## config.mk

```make
export PLATFORM = sky130hd
export DESIGN_NAME = pipe_hazard_ctrl
export DESIGN_NICKNAME = d
export VERILOG_FILES = /design/src/rtl/pipe_hazard_ctrl.sv
export SDC_FILE = /design/constraint.sdc
export NUM_CORES = 1
export LEC_CHECK = 0
export ABC_AREA = 1
export BUFFER_PORTS_ARGS = -buffer_cell sky130_fd_sc_hd__buf_4
export CAP_MARGIN = 30
export CORE_MARGIN = 5
export CORE_UTILIZATION = 47
export DETAILED_ROUTE_END_ITERATION = 8
export PLACE_DENSITY = 0.73
export SETUP_SLACK_MARGIN = 0.3
export SYNTH_ARGS = -nofsm -noshare
export SYNTH_HDL_FRONTEND = slang
export SYNTH_SLANG_ARGS = --single-unit
```

## constraint.sdc

```tcl
create_clock -name clk -period 1.7 [get_ports clk]
set_clock_uncertainty 0.15 [all_clocks]
set_input_delay 0.085 -clock clk [delete_from_list [all_inputs] [get_ports clk]]
set_output_delay 0.085 -clock clk [all_outputs]
set_load 0.02 [all_outputs]
```

## src/rtl/pipe_hazard_ctrl.sv

```systemverilog
// pipe_hazard_ctrl: hazard and forwarding control for a 5-stage in-order pipeline.
//
// A three-slot tracker (EX, MEM, WB) records in-flight register writers. Every cycle
// the ID-stage sources are compared against it to pick forwarding sources and to
// decide whether ID must stall or be flushed.
//
// Optional feature, selected by the macro HAZARD_FORWARDING_EN:
//   defined   - operand forwarding; only a load in EX that is needed by ID stalls
//   undefined - no forwarding; any source matching any tracker slot stalls ID
//
// Ports:
//   clk               pipeline clock
//   rst               asynchronous active-low reset
//   id_valid          ID holds a real instruction
//   id_rs1, id_rs2    ID source registers
//   id_rd             ID destination register (0 = no write)
//   id_ready_at       stage producing ID's result: 2 = MEM (load), any other value = EX
//   mem_busy          memory stage cannot complete this cycle
//   ex_branch_taken   redirect resolved in EX
//   stall             hold PC, IF/ID and ID
//   flush_if_id       squash IF/ID
//   bubble_id_ex      load a NOP into ID/EX
//   fwd_sel_rs1/rs2   operand source: 0 regfile, 1 EX, 2 MEM, 3 WB
//   state             FSM state (RUN=0, HAZ=1, MEMW=2, FLUSH=3), one cycle behind
//   stall_cnt         saturating count of stalled cycles
module pipe_hazard_ctrl (
    input  logic        clk,
    input  logic        rst,
    input  logic        id_valid,
    input  logic [4:0]  id_rs1,
    input  logic [4:0]  id_rs2,
    input  logic [4:0]  id_rd,
    input  logic [1:0]  id_ready_at,
    input  logic        mem_busy,
    input  logic        ex_branch_taken,
    output logic        stall,
    output logic        flush_if_id,
    output logic        bubble_id_ex,
    output logic [1:0]  fwd_sel_rs1,
    output logic [1:0]  fwd_sel_rs2,
    output logic [1:0]  state,
    output logic [15:0] stall_cnt
);

    typedef enum logic [1:0] {
        StRun   = 2'd0,
        StHaz   = 2'd1,
        StMemw  = 2'd2,
        StFlush = 2'd3
    } state_e;

    localparam logic [1:0] RdyEx  = 2'd1;
    localparam logic [1:0] RdyMem = 2'd2;

    state_e      state_q, state_d;
    logic [15:0] stall_cnt_q;

    // Writer tracker
    logic        ex_v_q, mem_v_q, wb_v_q;
    logic [4:0]  ex_rd_q, mem_rd_q, wb_rd_q;
    logic [1:0]  ex_rdy_q, mem_rdy_q;

    logic        m_ex1, m_ex2, m_mem1, m_mem2, m_wb1, m_wb2;
    logic        hazard;
    logic        advance;
    logic        ex_new_v;
    logic [1:0]  ex_new_rdy;
    logic        stall_raw, flush_raw, bubble_raw;

    function automatic logic src_match(input logic v, input logic [4:0] rd,
                                       input logic [4:0] rs);
        return v && (rs != 5'd0) && (rs == rd);
    endfunction

    always_comb begin
        m_ex1  = src_match(ex_v_q,  ex_rd_q,  id_rs1);
        m_ex2  = src_match(ex_v_q,  ex_rd_q,  id_rs2);
        m_mem1 = src_match(mem_v_q, mem_rd_q, id_rs1);
        m_mem2 = src_match(mem_v_q, mem_rd_q, id_rs2);
        m_wb1  = src_match(wb_v_q,  wb_rd_q,  id_rs1);
        m_wb2  = src_match(wb_v_q,  wb_rd_q,  id_rs2);
    end

`ifdef HAZARD_FORWARDING_EN
    // Only a load still in EX is too late to forward; everything else is bypassed.
    assign hazard = id_valid && (m_ex1 || m_ex2) && (ex_rdy_q == RdyMem);

    always_comb begin
        fwd_sel_rs1 = 2'd0;
        if (m_ex1)       fwd_sel_rs1 = 2'd1;
        else if (m_mem1) fwd_sel_rs1 = 2'd2;
        else if (m_wb1)  fwd_sel_rs1 = 2'd3;
        fwd_sel_rs2 = 2'd0;
        if (m_ex2)       fwd_sel_rs2 = 2'd1;
        else if (m_mem2) fwd_sel_rs2 = 2'd2;
        else if (m_wb2)  fwd_sel_rs2 = 2'd3;
    end

    // MEM-stage ready_at is tracked but no decision depends on it yet.
    logic unused_rdy;
    assign unused_rdy = ^mem_rdy_q;
`else
    // Without bypassing, ID waits until the writer has left WB.
    assign hazard = id_valid && (m_ex1 || m_ex2 || m_mem1 || m_mem2 || m_wb1 || m_wb2);

    assign fwd_sel_rs1 = 2'd0;
    assign fwd_sel_rs2 = 2'd0;

    logic unused_rdy;
    assign unused_rdy = ^{ex_rdy_q, mem_rdy_q};
`endif

    // 0 and 3 both mean "result at end of EX".
    assign ex_new_rdy = (id_ready_at == RdyMem) ? RdyMem : RdyEx;

    always_comb begin
        state_d    = StRun;
        advance    = 1'b1;
        ex_new_v   = id_valid && (id_rd != 5'd0);
        stall_raw  = 1'b0;
        flush_raw  = 1'b0;
        bubble_raw = 1'b0;
        if (mem_busy) begin
            // Freeze everything; a concurrent branch must be held by its source.
            state_d   = StMemw;
            advance   = 1'b0;
            stall_raw = 1'b1;
        end else if (ex_branch_taken) begin
            state_d    = StFlush;
            ex_new_v   = 1'b0;
            flush_raw  = 1'b1;
            bubble_raw = 1'b1;
        end else if (hazard) begin
            state_d    = StHaz;
            ex_new_v   = 1'b0;
            stall_raw  = 1'b1;
            bubble_raw = 1'b1;
        end
    end

    // Keep controls quiet while reset is held, whatever the inputs do.
    assign stall        = rst & stall_raw;
    assign flush_if_id  = rst & flush_raw;
    assign bubble_id_ex = rst & bubble_raw;
    assign state        = state_q;
    assign stall_cnt    = stall_cnt_q;

    always_ff @(posedge clk or negedge rst) begin
        if (!rst) begin
            state_q     <= StRun;
            stall_cnt_q <= 16'd0;
            ex_v_q      <= 1'b0;
            ex_rd_q     <= 5'd0;
            ex_rdy_q    <= RdyEx;
            mem_v_q     <= 1'b0;
            mem_rd_q    <= 5'd0;
            mem_rdy_q   <= RdyEx;
            wb_v_q      <= 1'b0;
            wb_rd_q     <= 5'd0;
        end else begin
            state_q <= state_d;
            if (stall_raw && (stall_cnt_q != 16'hFFFF)) begin
                stall_cnt_q <= stall_cnt_q + 16'd1;
            end
            if (advance) begin
                wb_v_q    <= mem_v_q;
                wb_rd_q   <= mem_rd_q;
                mem_v_q   <= ex_v_q;
                mem_rd_q  <= ex_rd_q;
                mem_rdy_q <= ex_rdy_q;
                ex_v_q    <= ex_new_v;
                ex_rd_q   <= id_rd;
                ex_rdy_q  <= ex_new_rdy;
            end
        end
    end

endmodule

```

# == Word level (Yosys, flattened, before mapping) ==
# Index checks and enable logic that the tools add are counted.
# op_classes
n_eq_ne,7
add_sub_neg,1
n_mux,12
bitwise,3
n_reduce_logical,23
# ops
operator,n
$eq 5x5->1,6
$add 16x1->16 const B,1
$ne 16x16->1 const B,1
$logic_and 1x1->1,15
$reduce_bool 5->1,3
$mux 1,10
$logic_or 1x1->1,5
$mux 2,2
$and 1x1->1,3
# word_totals
inputBits,22
output_inout_bits,25
word_cells,54
regBits,36

# == Depth between registers and ports, before layout ==
# Gate-level depths: netlist of the first run.
# logic_depth
depth_word,13
ltp_mapped,14
ltp_nobuf,13

# == Worst setup path after synthesis of the first run ==
# No wires, ideal clock.
# synth_timing
path_type,reg2reg
start,"register stall_cnt_q[0], in the netlist stall_cnt[0]"
end,"register stall_cnt_q[0], in the netlist stall_cnt[0]"
t_required_ns,1.432
path_stages_with_launch,10
synth_period_minus_slack_ns,1.917
path_slack_ns,-0.217
path_buffers,1
arrival_time_ns,1.649
setup_time_ns,0.118
cell_sequence,dfrtp_1 > ha_1 > nand3_1 > nor2_1 > nand2_1 > nor3_4 > nand3_2 > buf_2 > nand3_1 > nand2_1
# synth_via
elab_chain_len,2
# synth_rtl
element,line_no,rtl
"start, declared",56,logic [15:0] stall_cnt_q;
"start signal, assigned",163,stall_cnt_q <= stall_cnt_q + 16'd1;
branches (longest 2 deep; another with $add 16x1->16),-,
# Parallel ways; which one is timed is not known.
# A chain may end at the register's enable or synchronous reset.

# == Worst setup path in the final report of the first run ==
# layout_timing
start,register wb_rd_q[4]
end,output stall
# layout_via
elab_chain_len,9
# layout_rtl
element,line_no,rtl
"start, declared",60,"logic [4:0] ex_rd_q, mem_rd_q, wb_rd_q;"
"start signal, assigned",167,wb_rd_q <= mem_rd_q;
$eq 5x5->1,72,return v && (rs != 5'd0) && (rs == rd);
$logic_and 1x1->1,72,
$logic_or 1x1->1,104,assign hazard = id_valid && (m_ex1 || m_ex2 || m_mem1 || m_mem2 || m_wb1 || m_wb2);
$logic_or 1x1->1 (*),104,
$logic_and 1x1->1 (*),104,
$mux 1 (*),133,end else if (hazard) begin
$mux 1 (*),128,end else if (ex_branch_taken) begin
$mux 1 (*),123,if (mem_busy) begin
$and 1x1->1 (*),142,assign stall = rst & stall_raw;
"end, declared",36,"output logic stall,"
# Every way passes the cells marked *; elsewhere a longest branch is shown, timed or not.

==> results of run 1 <==
-- layout make-up --
type | instances | area, µm²
Inverter | 45 | 169
Tap cell | 67 | 83.8
Clock inverter | 2 | 10.0
Timing Repair Buffer | 85 | 746
Clock buffer | 6 | 82.6
Multi-Input combinational cell | 262 | 1330
Fill cell | 409 | 1400
Sequential cell | 36 | 905
-- kinds of logic (layout without fill, tap and decap cells) --
logic type	Yosys count	after routing	synth area share
flops	36	36	0.392
simple gates	225	225	0.411
fa+ha+maj	1	1	0.00544
compound gates	24	24	0.0544
other cells	1	4	0.00163
buf+inv	56	138	0.105
xor+xnor	8	8	0.0305
-- state kept, by name (all words and copies together), names as in the netlist --
name	cells
state	2
wb_v_q	1
stall_cnt	16
ex_v_q	1
ex_rd_q	5
mem_rd_q	5
wb_rd_q	5
mem_v_q	1
-- worst max-delay path by stage --
stage	from	endpoint	slack, ps	cells past startpoint
after detailed placement	mem_rd_q[4]$_DFFE_PN0N_	stall_cnt[5]$_DFFE_PN0P_	-120	13
after global placement	mem_rd_q[4]$_DFFE_PN0N_	stall_cnt[10]$_DFFE_PN0P_	-120	13
after floorplan	stall_cnt[0]$_DFFE_PN0P_	stall_cnt[3]$_DFFE_PN0P_	-120	10
final	wb_rd_q[4]$_DFFE_PN0N_	stall	-330	11
after global routing	ex_rd_q[3]$_DFFE_PN0N_	stall	-460	12
after CTS	mem_rd_q[4]$_DFFE_PN0N_	stall	-320	12
-- per-stage QoR --
step,setup WS [ps],setup TNS (ps)
after floorplan,-121,-1710
after global placement,-116,-1830
after detailed placement,-125,-1790
after CTS,-316,-3150
after global routing,-457,-7060
final,-328,-4480
-- timing repair --
item | 4_1_cts | 5_1_grt
resized for setup | 16 | 27
cloned | 1 | 0
endpoints found under the setup margin | 20 | 21
pin swaps | 9 | 15
endpoints found under the hold margin | 43 | 0
buffers inserted | 4 | 4
hold buffers | 8 | 0
-- synth_stat cells, drive strengths merged --
cell / count / share of area
inv: 45 / 0.073
clkbuf: 3 / 0.0049
dfrtp: 36 / 0.39
o311ai: 1 / 0.0038
a21oi: 2 / 0.0044
o22ai: 1 / 0.0027
o21ai: 20 / 0.044
ha: 1 / 0.0054
buf: 8 / 0.027
nand2: 147 / 0.24
nor4: 1 / 0.0027
nor2: 29 / 0.047
conb: 1 / 0.0016
nand3: 37 / 0.085
xnor2: 2 / 0.0076
nand4: 2 / 0.0054
xor2: 6 / 0.023
nor3: 9 / 0.027
-- metal layers --
layer / up-vias / routed length [µm]
li1: 1256 / -
met1: 1151 / 2680
met2: 59 / 3540
met3: 18 / 249
met4: 0 / 184
met5: - / 0
-- power by group --
| group | total, µW | internal (µW) | switching [µW] |
|---|---|---|---|
| sequential | 1070 | 965 | 102 |
| combinational | 916 | 429 | 487 |
| clock | 638 | 323 | 314 |
| total | 2620 | 1720 | 903 |
-- critical path: cells and delay by family (launching register included) --
kind | cells | cell delay (ps)
flip-flops | 1 | 420
AND/OR/NAND/NOR | 8 | 710
buffers and inverters | 2 | 260
AO/OA/AOI/OAI | 1 | 120
==> impl_metrics.ini, run 1 <==
[placed_design]
place_inst = 478
placed_area_um2 = 2940
io_buffers = 40
hpwl_mm = 4.65
place.gp.congestion = 0.919

[worst_setup_path]
r2r_cells = 14
reg2reg_from = wb_rd_q[4]$_DFFE_PN0N_
crit_chain = nand2_1 > nand2_1 > nor2_1 > nand3_1 > nand3_1 > nand2_1 > nand2_2 > nand3_2 > buf_6 > a21oi_4 > buf_6
r2r_slack_ps = -320
worstPathRequired_ps = 1460
path_common_cell = nand2_1
worst_path_largest_cell_delay_ps = 420
critPathMaxFanout = 4
slowest_stage = dfrtp_1
r2r-end = stall_cnt[13]$_DFFE_PN0P_
critPathCaptureType = output pin
arrival_ps = 1790
start_kind = register
worstSetupPathType = reg2out

[timing]
hold_viol_final = 1
fin_crit_ps = 2030
whs_ps = -0.965
worst_pin_slew_ps = 537
slew_headroom = 0.642
fmax_mhz = 493
postLayoutSetupSlackWorst_ps = -328
rsz0062_at_grt = true
setup_viol = 19
fin_crit_sh = 1.19
finalMaxSlewViolations = 0

[power_and_ir_drop]
finalPower_uw = 2620
ir_drop_mv = 0.608
leakage_uw = 0.00178
p_per_area_nw_per_um2 = 788

[worst_hold_path]
min_path_cells = 5
min_from = id_valid
hold_end = state[0]$_DFF_PN0_
hold_class = in2reg

[finish]
utilization = 0.704
final_net_count = 458
finish.instance_area_um2 = 3320
area_delta_synth_final_pct = 44.5
final_common_cell = nand2_1
layout_common_cells = 137 x nand2_1, 66 x buf_4, 33 x dfrtp_1
stdcell_count = 503
layout-drive-gt1-share = 0.323
n_antenna_cell = 0

[synth]
avgSynthCellArea_um2 = 6.55
synth-seq-cells = 36
synth_area_um2 = 2300
yosys_warnings = 0
synth_cell_type_count = 27
ys_seq_area_frac = 0.392
synthCells = 351

[routing]
vias = 2484
dr.first_iter.drc_count = 200
viasPerCell = 4.94
postRouteAntennaNets = 0
first_pass_iters = 4
drc = 0
wl_per_cell_um = 13.2
wl_mm = 6.65

[global_routing]
grt_pass1_vias = 2385
track_usage = 0.219
met3_usage = 0.0429
grt_max_degree = 37
antenna_found_initial = 0
grt_pass1_wl_mm = 10.9
grt_busiest_layer = met2
grt_use_met2 = 0.388
grt_overflow = 0
met1_usage = 0.252

[job]
drv_cap = 0

[clocking]
clockBufferDepth = 2
htreeDepth = 2
clock_sinks = 36
clk_pin_slew_ps = 70
clk_latency_ps = 290
root_buffer = clkbuf_8
cts_buffers = 5
cts_tree = yes

[outcome]
status = finished, violations left
violations = hold timing, setup timing

[die]
num_rows = 25
die-area_um2 = 6390
dieWidth_um = 80.0
core_area_um2 = 4720
initial_utilization = 0.487
dieHeight_um = 80.0
ioPinCount = 47
No activity file was read; power rests on OpenSTA's default activity.
==> inputs of run 2 (changes only) <==
--- a/config.mk
+++ b/config.mk
@@ -12,6 +12,7 @@
 export CORE_UTILIZATION = 47
 export DETAILED_ROUTE_END_ITERATION = 8
 export PLACE_DENSITY = 0.73
+export RECOVER_POWER = 25
 export SETUP_SLACK_MARGIN = 0.3
 export SYNTH_ARGS = -nofsm -noshare
 export SYNTH_HDL_FRONTEND = slang
==> run 2 against run 1 <==
Largest cell class unchanged. Sequential cell count is the same. The run still ends with hold timing, setup timing left. Sequential share of layout area stayed put. Routed wire length is 0.21% lower. Non-clock buffer count unchanged. Critical endpoint unchanged. Combinational power hardly changed. Global-route usage did not move. First-iteration DRC count unchanged. Core utilization unchanged. Cell area unchanged.
==> impl_metrics.ini, run 2 (synthesis results as in run 1) <==
[worst_setup_path]
critPathMaxFanout = 4
slowest_stage = dfrtp_1
path_common_cell = nand2_1
start_kind = register
setup.worst_path.start = wb_rd_q[4]$_DFFE_PN0N_
crit_cells = 11
crit_buf_inv = 2
cp-endpoint = stall
reg2reg_from = wb_rd_q[4]$_DFFE_PN0N_
crit_chain = nand2_1 > nand2_1 > nor2_1 > nand3_1 > nand3_1 > nand2_1 > nand2_2 > nand3_2 > buf_6 > a21oi_4 > buf_6
critPathCaptureType = output pin
r2r_slack_ps = -300
arrival_ps = 1780
worstSetupPathType = reg2out
r2r-end = stall_cnt[13]$_DFFE_PN0P_
worst_path_largest_cell_delay_ps = 420
worstPathRequired_ps = 1460
path_delay_family = simple AND/OR/NAND/NOR gates
r2r_cells = 14

[finish]
largest_reg_flops = 16
n_antenna_cell = 0
fillers = 409
layout-drive-gt1-share = 0.321
final_net_count = 458
layout_common_cells = 137 x nand2_1, 66 x buf_4, 33 x dfrtp_1
final_common_cell = nand2_1
area_delta_synth_final_pct = 44.5

[clocking]
clockBufferDepth = 2
clk_pin_slew_ps = 70
clock_sinks = 36
cts_tree = yes
htreeDepth = 2
root_buffer = clkbuf_8
clk_latency_ps = 290
cts_buffers = 5

[timing]
fin_crit_ps = 2020
whs_ps = -0.854
fmax_mhz = 496
setup_viol = 19
fin_crit_sh = 1.19
postLayoutSetupSlackWorst_ps = -316
fin_setup_tns_ps = -4260
slew_headroom = 0.642
finalMaxSlewViolations = 0
worst_pin_slew_ps = 537
rsz0062_at_grt = true
hold_viol_final = 1

[global_routing]
grt_overflow = 0
grt_max_degree = 37
grt_pass1_vias = 2385
grt_pass1_wl_mm = 10.9
track_usage = 0.219
antenna_found_initial = 0

[die]
die-area_um2 = 6390
initial_utilization = 0.487
dieHeight_um = 80.0
num_rows = 25
ioPinCount = 47
core_area_um2 = 4720
dieWidth_um = 80.0

[job]
drv_cap = 0

[power_and_ir_drop]
finalPower_uw = 2620
p_per_area_nw_per_um2 = 788
ir_drop_mv = 0.608
leakage_uw = 0.00178

[routing]
postRouteAntennaNets = 0
dr.first_iter.drc_count = 200
wl_mm = 6.64
first_pass_iters = 4
vias = 2484
drc = 0
wl_per_cell_um = 13.2
viasPerCell = 4.94

[placed_design]
hpwl_mm = 4.65
io_buffers = 40
place.gp.congestion = 0.919

[worst_hold_path]
min_path_cells = 5
hold_class = in2reg

[outcome]
status = finished, violations left
violations = hold timing, setup timing
-- run 2: cell types whose count changed in the layout (fill, tap and decap cells not counted) --
cell / change
inv_2: -1
inv_1: +1
-- run 2: how the worst min path moves through the flow --
stage | startpoint | endpoint
after CTS | mem_busy | wb_v_q$_DFFE_PN0N_
after floorplan | rst | ex_rd_q[0]$_DFFE_PN0N_
after global routing | id_valid | state[0]$_DFF_PN0_
final | id_valid | state[0]$_DFF_PN0_
after global placement | rst | wb_rd_q[2]$_DFFE_PN0N_
after detailed placement | rst | mem_rd_q[2]$_DFFE_PN0N_
-- run 2: repair_timing --
item	CTS	global route
endpoints found under the hold margin	43	0
endpoints found under the setup margin	20	21
pin swaps	9	15
gates resized for setup	16	27
gates cloned	1	0
hold buffers	8	0
setup buffers	4	4
-- run 2: worst reg2reg max path, cell delays in order (launching register included) --
cell,delay (ps)
dfrtp_1,420
nand2_1,90
nand2_1,70
nor2_1,90
nand3_1,100
nand3_1,100
nand2_1,70
nand2_2,90
nand3_2,80
buf_4,160
nand2_8,100
buf_12,130
nand2_1,60
nand2_2,80
nand2_1,80
-- run 2: cell type report --
type / count / area, µm² / area share
multi-input cells: 262 / 1330 / 0.399
clock inverters: 2 / 10.0 / 0.00301
repair buffers: 85 / 746 / 0.224
flip-flops and latches: 36 / 905 / 0.272
clock buffers: 6 / 82.6 / 0.0248
inverters: 45 / 169 / 0.0508
well taps: 67 / 83.8 / 0.0252
-- run 2: per-stage QoR --
| stage | cells | instance area, µm² | setup WS [ps] | utilization | hold slack, ps |
|---|---|---|---|---|---|
| finish | 503 | 3320 | -316 | 0.704 | -0.854 |
| global route | 503 | 3320 | -457 | 0.704 | 25.7 |
| CTS | 499 | 3240 | -316 | 0.685 | 23.3 |
| detailed placement | 478 | 2940 | -125 | 0.622 | 51.0 |
| global placement | 478 | 2940 | -116 | 0.622 | 53.7 |
| floorplan | 354 | 2410 | -121 | - | -361 |
-- run 2: power breakdown --
part	internal, µW	switching (µW)	leakage (µW)
registers	965	101	0.000462
logic	429	486	0.00127
clock network	323	315	0.0000510
total	1720	902	0.00178
-- run 2: metal layers --
metal | up-vias | part of all wire | global-route usage
li1 | 1254 | - | -
met1 | 1148 | 0.40 | 0.252
met2 | 64 | 0.53 | 0.388
met3 | 18 | 0.039 | 0.0429
met4 | 0 | 0.028 | 0.103
met5 | - | 0 | 0
==> inputs of run 3 (changes only) <==
==> constraint.sdc (replaced) <==
create_clock -name clk -period 1.7 [get_ports clk]
set_clock_uncertainty 0.15 [all_clocks]
set_input_delay 0.085 -clock clk [delete_from_list [all_inputs] [get_ports clk]]
set_output_delay 0.085 -clock clk [all_outputs]
set_load 0.05 [all_outputs]
==> run 3 against run 2 <==
The flow finishes with violations (setup timing). Register-to-register slack gained 50 ps. Sequential power barely moved. Sequential share of layout area rose by 0.63 points. Worst setup slack worse by 33 ps. Cell count down 0.80%. Via count shrank 2.0%. Global-route usage shrank 0.90 points. Fmax shrank 1.6%. Cell area decreased by 2.3%. Critical path depth is 1 higher. Critical path type unchanged. Critical endpoint unchanged. Largest cell class unchanged. Largest power group unchanged. Highest routed layer unchanged.
==> impl_metrics.ini, run 3 (synthesis results as in run 1) <==
[clocking]
cts_tree = yes
htreeDepth = 2
cts_buffers = 5
clockBufferDepth = 2
root_buffer = clkbuf_8
clock_sinks = 36
clk_pin_slew_ps = 80
clk_latency_ps = 300

[placed_design]
place.gp.congestion = 1.06
io_buffers = 40
hpwl_mm = 4.59

[routing]
first_pass_iters = 4
wl_mm = 6.36
dr.first_iter.drc_count = 123
postRouteAntennaNets = 0
drc = 0
viasPerCell = 4.88
wl_per_cell_um = 12.7
vias = 2434

[power_and_ir_drop]
leakage_uw = 0.00175
ir_drop_mv = 1.21
p_per_area_nw_per_um2 = 909
finalPower_uw = 2950

[finish]
n_antenna_cell = 0
final_net_count = 454
area_delta_synth_final_pct = 41.2
layout_common_cells = 140 x nand2_1, 61 x buf_4, 35 x inv_1
largest_reg_flops = 16
final_common_cell = nand2_1
layout-drive-gt1-share = 0.278

[die]
initial_utilization = 0.487
ioPinCount = 47
core_area_um2 = 4720
die-area_um2 = 6390
dieHeight_um = 80.0
dieWidth_um = 80.0
num_rows = 25

[timing]
fmax_mhz = 488
rsz0062_at_grt = true
worst_pin_slew_ps = 911
setup_viol = 18
postLayoutSetupSlackWorst_ps = -348
hold_viol_final = 0
finalMaxSlewViolations = 0
fin_setup_tns_ps = -3790
fin_crit_ps = 2050
slew_headroom = 0.392
fin_crit_sh = 1.20

[global_routing]
grt_max_degree = 37
grt_overflow = 0
track_usage = 0.210
grt_pass1_vias = 2347
antenna_found_initial = 0
grt_pass1_wl_mm = 10.6

[worst_setup_path]
reg2reg_from = ex_rd_q[3]$_DFFE_PN0N_
critPathMaxFanout = 4
worstPathRequired_ps = 1460
setup.worst_path.start = ex_rd_q[3]$_DFFE_PN0N_
r2r_cells = 15
critPathCaptureType = output pin
arrival_ps = 1810
r2r_slack_ps = -250
start_kind = register
worstSetupPathType = reg2out
r2r-end = stall_cnt[3]$_DFFE_PN0P_

[outcome]
status = finished, violations left
violations = setup timing

[worst_hold_path]
min_path_cells = 5
min_from = id_valid
hold_end = state[0]$_DFF_PN0_
hold_class = in2reg

[job]
drv_cap = 0
==> run 3: worst max-delay path, cell delays in order, from the launching register on <==
cell,delay [ps]
dfrtp_1,400
inv_1,100
nand2_1,70
nand2_1,50
nor2_1,100
nand3_1,90
nand3_1,90
nand2_1,60
nand2_2,80
nand3_2,70
buf_6,130
a21oi_4,120
buf_8,160
==> run 3: final cells by class <==
type	instances	area [µm²]
clock inverters	1	30.0
clock buffers	7	96.3
multi-input cells	262	1300
repair buffers	81	667
inverters	45	169
flip-flops and latches	36	905
well taps	67	83.8
fillers	382	1480
==> run 3: where the power goes <==
group | total [µW] | switching (µW) | internal (µW)
Combinational | 1040 | 637 | 408
Sequential | 1070 | 104 | 966
Clock | 838 | 321 | 518
==> run 3: worst max-delay path by stage <==
stage / endpoint / slack (ps) / depth (start not counted)
2_1_floorplan: stall_cnt[3]$_DFFE_PN0P_ / -280 / 10
3_3_place_gp: stall / -140 / 12
3_5_place_dp: stall_cnt[10]$_DFFE_PN0P_ / -160 / 13
4_1_cts: stall / -370 / 12
5_1_grt: bubble_id_ex / -520 / 13
6_report: stall / -350 / 12
==> run 3: timing repair <==
| item | in CTS | in global routing |
|---|---|---|
| pin swaps | 5 | 7 |
| buffers inserted | 2 | 0 |
| hold buffers | 7 | 0 |
| setup endpoints to repair | 21 | 20 |
| hold endpoints to repair | 42 | 0 |
| gates resized for setup | 11 | 8 |
==> run 3: metrics by stage <==
step           hold WS, ps  cells   util  instance area (µm²)  worst slack (ps)
4_1_cts               15.3    499  0.686                 3240              -372
5_1_grt               45.4    499  0.688                 3250              -515
3_3_place_gp          45.5    482  0.632                 2990              -145
3_5_place_dp          51.9    482  0.632                 2990              -157
6_report              19.1    499  0.688                 3250              -348
2_1_floorplan         -361    354      -                 2410              -276
==> run 3: layer usage <==
| layer | wire length (µm) | track usage | vias up | share of wire |
|---|---|---|---|---|
| met5 | 0 | 0 | - | 0 |
| met1 | 2680 | 0.264 | 1111 | 0.42 |
| met3 | 284 | 0.0316 | 16 | 0.045 |
| met4 | 150 | 0.0861 | 0 | 0.024 |
| li1 | - | - | 1242 | - |
| met2 | 3250 | 0.359 | 65 | 0.51 |
